**src/rtl/wb_stage.sv**
```systemverilog
`default_nettype none
// ============================================================================
// Module   : wb_stage
// Purpose  : Write-back stage: regfile write, CP0 subset, syscall/eret commit.
//            Count/Compare timer present only when CP0_TIMER_EN is defined.
// Revision : 1.0 - initial release
// ============================================================================
module wb_stage #(
   parameter logic [31:0] EXC_ENTRY = 32'hbfc0_0380,
   parameter int unsigned CNT_DIV   = 2
) (
   input  logic        clk,
   input  logic        reset,
   output logic        ws_allowin,
   input  logic        ms_to_ws_valid,
   input  logic [85:0] ms_to_ws_bus,
   output logic [40:0] ws_to_rf_bus,
   output logic        flush,
   output logic [31:0] flush_pc,
   output logic [9:0]  stall_ws_bus,
   output logic [32:0] forward_ws_bus,
   output logic [31:0] debug_wb_pc,
   output logic [3:0]  debug_wb_rf_wen,
   output logic [4:0]  debug_wb_rf_wnum,
   output logic [31:0] debug_wb_rf_wdata
);

   localparam logic [7:0] c_CP0_COUNT   = 8'h48;
   localparam logic [7:0] c_CP0_COMPARE = 8'h58;
   localparam logic [7:0] c_CP0_STATUS  = 8'h60;
   localparam logic [7:0] c_CP0_CAUSE   = 8'h68;
   localparam logic [7:0] c_CP0_EPC     = 8'h70;

   logic        r_ws_valid;
   logic [85:0] r_ms_bus;
   logic [85:0] w_bus;
   logic        w_bd, w_exc_sys, w_eret, w_cp0_wen, w_res_from_cp0;
   logic [7:0]  w_cp0_addr;
   logic [3:0]  w_gr_we;
   logic [4:0]  w_dest;
   logic [31:0] w_result, w_pc;
   logic        w_valid, w_sys_commit, w_eret_commit, w_mtc0;
   logic [3:0]  w_rf_we;
   logic [31:0] w_rf_wdata, w_cp0_rdata;

   logic [7:0]  r_status_im;
   logic        r_status_exl, r_status_ie;
   logic        r_cause_bd;
   logic [1:0]  r_cause_ip_sw;
   logic [4:0]  r_cause_exccode;
   logic [31:0] r_epc;
   logic [31:0] w_count, w_compare;
   logic        w_ti;

   // Every output is derived from the bus view below, so zeroing it covers reset.
   assign w_bus = reset ? '0 : r_ms_bus;
   assign {w_bd, w_exc_sys, w_eret, w_cp0_wen, w_res_from_cp0, w_cp0_addr,
           w_gr_we, w_dest, w_result, w_pc} = w_bus;

   assign w_valid       = r_ws_valid & ~reset;
   assign w_sys_commit  = w_valid & w_exc_sys;
   assign w_eret_commit = w_valid & w_eret;
   assign w_mtc0        = w_valid & w_cp0_wen & ~w_exc_sys;

   always_ff @(posedge clk) begin
      if (reset) begin
         r_ws_valid <= 1'b0;
         r_ms_bus   <= '0;
      end else begin
         r_ws_valid <= ms_to_ws_valid & ~flush;
         if (ms_to_ws_valid) r_ms_bus <= ms_to_ws_bus;
      end
   end

   assign w_rf_we    = w_gr_we & {4{w_valid & ~w_exc_sys}};
   assign w_rf_wdata = w_res_from_cp0 ? w_cp0_rdata : w_result;

   assign ws_allowin        = 1'b1;
   assign ws_to_rf_bus      = {w_rf_we, w_dest, w_rf_wdata};
   assign flush             = w_sys_commit | w_eret_commit;
   assign flush_pc          = (reset | w_exc_sys) ? EXC_ENTRY : r_epc;
   assign stall_ws_bus      = {w_valid & (|w_gr_we), {4{w_valid}} & w_gr_we, w_dest};
   assign forward_ws_bus    = {w_valid, w_rf_wdata};
   assign debug_wb_pc       = w_pc;
   assign debug_wb_rf_wen   = w_rf_we;
   assign debug_wb_rf_wnum  = w_dest;
   assign debug_wb_rf_wdata = w_rf_wdata;

   always_comb begin
      w_cp0_rdata = '0;
      case (w_cp0_addr)
         c_CP0_COUNT:   w_cp0_rdata = w_count;
         c_CP0_COMPARE: w_cp0_rdata = w_compare;
         c_CP0_STATUS:  w_cp0_rdata = {9'd0, 1'b1, 6'd0, r_status_im, 6'd0,
                                       r_status_exl, r_status_ie};
         c_CP0_CAUSE:   w_cp0_rdata = {r_cause_bd, w_ti, 14'd0, w_ti, 5'd0,
                                       r_cause_ip_sw, 1'b0, r_cause_exccode, 2'b00};
         c_CP0_EPC:     w_cp0_rdata = r_epc;
         default:       w_cp0_rdata = '0;
      endcase
   end

   always_ff @(posedge clk) begin
      if (reset) begin
         r_status_im     <= '0;
         r_status_exl    <= 1'b0;
         r_status_ie     <= 1'b0;
         r_cause_bd      <= 1'b0;
         r_cause_ip_sw   <= '0;
         r_cause_exccode <= '0;
         r_epc           <= '0;
      end else begin
         if (w_mtc0 && w_cp0_addr == c_CP0_STATUS) begin
            r_status_im  <= w_result[15:8];
            r_status_exl <= w_result[1];
            r_status_ie  <= w_result[0];
         end
         if (w_mtc0 && w_cp0_addr == c_CP0_CAUSE) r_cause_ip_sw <= w_result[9:8];
         if (w_mtc0 && w_cp0_addr == c_CP0_EPC)   r_epc         <= w_result;
         if (w_sys_commit) begin
            r_cause_exccode <= 5'h08;
            r_status_exl    <= 1'b1;
            // A nested exception keeps the EPC/BD of the outer one.
            if (!r_status_exl) begin
               r_epc      <= w_bd ? (w_pc - 32'd4) : w_pc;
               r_cause_bd <= w_bd;
            end
         end else if (w_eret_commit) begin
            r_status_exl <= 1'b0;
         end
      end
   end

`ifdef CP0_TIMER_EN
   localparam int unsigned c_PW = (CNT_DIV > 1) ? $clog2(CNT_DIV) : 1;
   localparam logic [c_PW-1:0] c_PRESC_MAX = c_PW'(CNT_DIV - 1);

   logic [c_PW-1:0] r_presc;
   logic [31:0]     r_count, r_compare, w_count_nxt;
   logic            r_ti, w_tick, w_wr_count, w_wr_compare;

   assign w_tick       = (r_presc == c_PRESC_MAX);
   assign w_wr_count   = w_mtc0 & (w_cp0_addr == c_CP0_COUNT);
   assign w_wr_compare = w_mtc0 & (w_cp0_addr == c_CP0_COMPARE);

   always_comb begin
      w_count_nxt = r_count;
      if (w_wr_count)  w_count_nxt = w_result;
      else if (w_tick) w_count_nxt = r_count + 32'd1;
   end

   always_ff @(posedge clk) begin
      if (reset) begin
         r_presc   <= '0;
         r_count   <= '0;
         r_compare <= '0;
         r_ti      <= 1'b0;
      end else begin
         r_count <= w_count_nxt;
         r_presc <= (w_wr_count || w_tick) ? '0 : r_presc + c_PW'(1);
         // The match is taken on the post-update Count; a Compare write wins.
         if (w_wr_compare) begin
            r_compare <= w_result;
            r_ti      <= 1'b0;
         end else if (w_count_nxt == r_compare) begin
            r_ti <= 1'b1;
         end
      end
   end

   assign w_count   = r_count;
   assign w_compare = r_compare;
   assign w_ti      = r_ti;
`else
   assign w_count   = '0;
   assign w_compare = '0;
   assign w_ti      = 1'b0;
`endif

endmodule
`default_nettype wire
```
**config.mk**
```make
export PLATFORM = sky130hd
export DESIGN_NAME = wb_stage
export DESIGN_NICKNAME = d
export VERILOG_FILES = /design/src/rtl/wb_stage.sv
export SDC_FILE = /design/constraint.sdc
export NUM_CORES = 1
export LEC_CHECK = 0
export BUFFER_PORTS_ARGS = -buffer_cell sky130_fd_sc_hd__buf_4
export CAP_MARGIN = 20
export CORE_MARGIN = 5
export CORE_UTILIZATION = 35
export CTS_CLUSTER_SIZE = 24
export DETAILED_ROUTE_END_ITERATION = 6
export PLACE_DENSITY = 0.73
export SYNTH_ARGS = -nofsm -noshare
export SYNTH_HDL_FRONTEND = slang
export SYNTH_SLANG_ARGS = --single-unit
export TNS_END_PERCENT = 30
```
**constraint.sdc**
```tcl
create_clock -name clk -period 2.6 [get_ports clk]
set_clock_uncertainty 0.2 [all_clocks]
set_input_delay 0.52 -clock clk [delete_from_list [all_inputs] [get_ports clk]]
set_output_delay 0.52 -clock clk [all_outputs]
set_load 0.05 [all_outputs]
```
==> results.py <==
metrics = {
    "outcome": {
        "status": "complete, but fails checks",
        "failed_checks": "setup timing",
    },
    "clock_tree": {
        "cts_made_buffers": 17,
        "path_clk_slew_ns": 0.07,
        "clk_latency_ns": 0.43,
        "cts_tree": "built",
        "cts_root_buffer": "clkbuf_16",
        "cts.sinks": 133,
        "clockBufferDepth": 2,
        "htreeDepth": 4,
    },
    "routing": {
        "met2_length_mm": 12.42,
        "drc": 0,
        "vias_per_cell": 5.120,
        "vias": 7229,
        "wl_mm": 26.55,
        "first_pass_iters": 5,
        "ant_nets": 0,
        "wl_met1_mm": 11.50,
        "wl_met3_mm": 2.143,
        "drt_iter0_drc": 501,
        "wl_per_cell_um": 18.80,
        "highest_layer": "met4",
    },
    "critical_path": {
        "end_kind": "output port",
        "worstSetupStartpointType": "flip-flop",
        "crit_chain": "nor4bb_4 > and3_4 > buf_12 > nand3_2 > a21oi_4 > buf_4",
        "cp.arrival_ns": 2.20,
        "critPathSlowestCell": "nor4bb_4",
        "path_buf_inv": 2,
        "path_class": "reg2out",
        "required_ns": 1.88,
        "slowest_delay_ns": 0.38,
        "crit_family": "simple AND/OR/NAND/NOR gates",
        "worstPathMaxFanout": 8,
    },
    "synth": {
        "synth_nets": 1012,
        "synth_top_area_share_pct": 34.12,
        "synth-xor-area-share_pct": 2.694,
        "synth.ff_latch_count": 133,
        "synth_cells": 923,
        "synth-simple-area-share_pct": 24.82,
        "synthArstFlopShare_pct": 0,
        "synth_cell_types": 66,
        "yosysTopAreaCell": "dfxtp_1",
        "synth_edf_count": 0,
        "synth_adder_area_share_pct": 0,
        "muxShareOfSynthArea_pct": 13.13,
        "synth_area_leaders": "dfxtp_1, mux2i_1, buf_4, nor2_1, nor2b_1",
        "synth_ff_type": "dfxtp_1",
        "yosysWarningCount": 0,
        "yosysSeqAreaShare_pct": 34.12,
        "synth_top_family_by_area": "simple AND/OR/NAND/NOR gates",
        "avgSynthCellArea_sq_um": 8.455,
        "syn-cell-area_sq_um": 7804,
        "synth_compound_area_share_pct": 10.18,
    },
    "floorplan": {
        "die_area_sq_um": 25380,
        "io-pin-count": 280,
        "dieHeight_um": 159.3,
        "num_rows": 54,
        "start_util_pct": 35.65,
        "chipWidth_um": 159.3,
        "core_sq_um": 21890,
    },
    "timing": {
        "final-setup-viol-count": 96,
        "rsz0062_at_grt": "true",
        "holdWs_ns": 0.1233,
        "finalWorstSetupSlack_ns": -0.3181,
        "slew_viol_final": 0,
        "final_hold_viol_count": 0,
        "fin_crit_ns": 2.918,
        "fin_crit_sh_pct": 112.2,
        "max_freq_mhz": 342.7,
    },
    "global_route": {
        "antenna_found_initial": 0,
        "grt_pass1_wl_mm": 40.99,
        "grt_overflow": 0,
        "grt_pass1_vias": 7149,
        "groute.usage.overall_pct": 19.91,
        "grt_max_degree": 42,
    },
    "pwr": {
        "power.total_uw": 5848,
        "powerDensity_nw_per_um2": 513.2,
        "vdd_drop_max_v": 0.0004217,
        "p_leak_uw": 0.004863,
    },
    "finish": {
        "antennaDiodeCount": 0,
        "syn2layout_area_growth_pct": 46.03,
        "drive_gt1_share_pct": 43.02,
        "final_common_cell": "buf_4",
        "final_nets": 1208,
        "final_cell_mix": "buf_4, dfxtp_1, nor2_1, mux2i_1, buf_6",
    },
    "placed_design": {
        "port_buffers": 278,
        "dp_hpwl_mm": 20.20,
        "place.gp.congestion": 0.8444,
    },
    "hold_path": {
        "hp-class": "in2reg",
    },
    "flow_run": {
        "maxCapViolations": 0,
    },
}
repair_timing:
item                                    in CTS  in global routing
hold buffers                                 0                  0
gates resized for setup                     87                 54
cloned                                       0                  1
pin swaps                                   20                 20
buffers inserted                             2                  2
endpoints found under the setup margin     103                112
final cells by class:
| type | count | area [sq um] |
|---|---|---|
| Fill cell | 1898 | 10500 |
| Multi-Input combinational cell | 600 | 4536 |
| Timing Repair Buffer | 362 | 3267 |
| Sequential cell | 133 | 2668 |
| Clock buffer | 17 | 425.4 |
| Tap cell | 280 | 350.3 |
| Clock inverter | 15 | 131.4 |
| Inverter | 5 | 18.77 |
metrics by stage:
stage / cells / setup slack [ns] / instance area (sq um) / setup TNS [ns] / utilization (%)
2_1_floorplan: 923 / -0.1728 / 8407 / -8.061 / -
3_3_place_gp: 1376 / -0.2695 / 10210 / -16.78 / 46.63
3_5_place_dp: 1376 / -0.2464 / 10210 / -18.66 / 46.63
4_1_cts: 1409 / -0.2829 / 11130 / -24.23 / 50.84
5_1_grt: 1412 / -0.4013 / 11400 / -35.21 / 52.06
6_report: 1412 / -0.3181 / 11400 / -26.96 / 52.06
worst register-to-register path: cells and delay by family (launching register included):
kind / cells / cell delay (ns)
xor+xnor: 1 / 0.14
compound gates: 1 / 0.33
simple gates: 3 / 1.23
flops: 1 / 0.41
metal layers:
layer / up-vias / GRT usage (%)
met2: 329 / 31.73
met5: - / 0
met3: 40 / 5.643
met1: 3403 / 26.63
met4: 0 / 5.118
li1: 3457 / -
final timing paths:
check / from / cells past startpoint / endpoint / slack (ns)
setup / recovery: r_ms_bus[80] / 6 / forward_ws_bus[21] / -0.32
hold / removal: ms_to_ws_bus[18] / 3 / r_ms_bus[18] / 0.12
setup reg to reg: r_ms_bus[8] / 5 / r_epc[25] / 0.19
hold reg to reg: r_ms_bus[65] / 2 / r_ms_bus[65] / 0.29
synth_stat cells (3+ instances only):
cell type and instances:
a211oi_1 11, a21oi_1 27, a221oi_1 4, a22oi_1 12, a311oi_1 10, a31oi_1 11, and2_0 5, and2_1 26
and3_1 6, buf_1 6, buf_2 9, buf_4 117, clkbuf_1 52, dfxtp_1 133, inv_1 5, mux2_2 3
mux2i_1 99, nand2_1 54, nand2b_1 22, nand3_1 21, nor2_1 120, nor2b_1 37, nor3_1 11, nor4_1 6
nor4_2 3, nor4b_2 3, o2111ai_1 3, o21ai_0 17, or3_1 17, xnor2_1 19, xor2_1 5
sequential cells by signal, summed over array words and instances (netlist names):
signal,flops
r_cause_exccode,1
r_epc,32
r_cause_ip_sw,2
r_cause_bd,1
r_status_ie,1
r_status_exl,1
r_ws_valid,1
r_ms_bus,86
r_status_im,8
report_power, final:
group	internal (uW)	leakage, uW	total (uW)	switching, uW
logic	512	0.00351	1310	798
registers	2130	0.00109	2240	108
clock network	1260	0.000263	2300	1050
logic make-up after synthesis:
family          after synthesis
xor+xnor                     24
compound gates              115
buf+inv                     190
other cells                   1
flops                       133
mux                         102
simple gates                358
(Power assumes the default switching activity.)
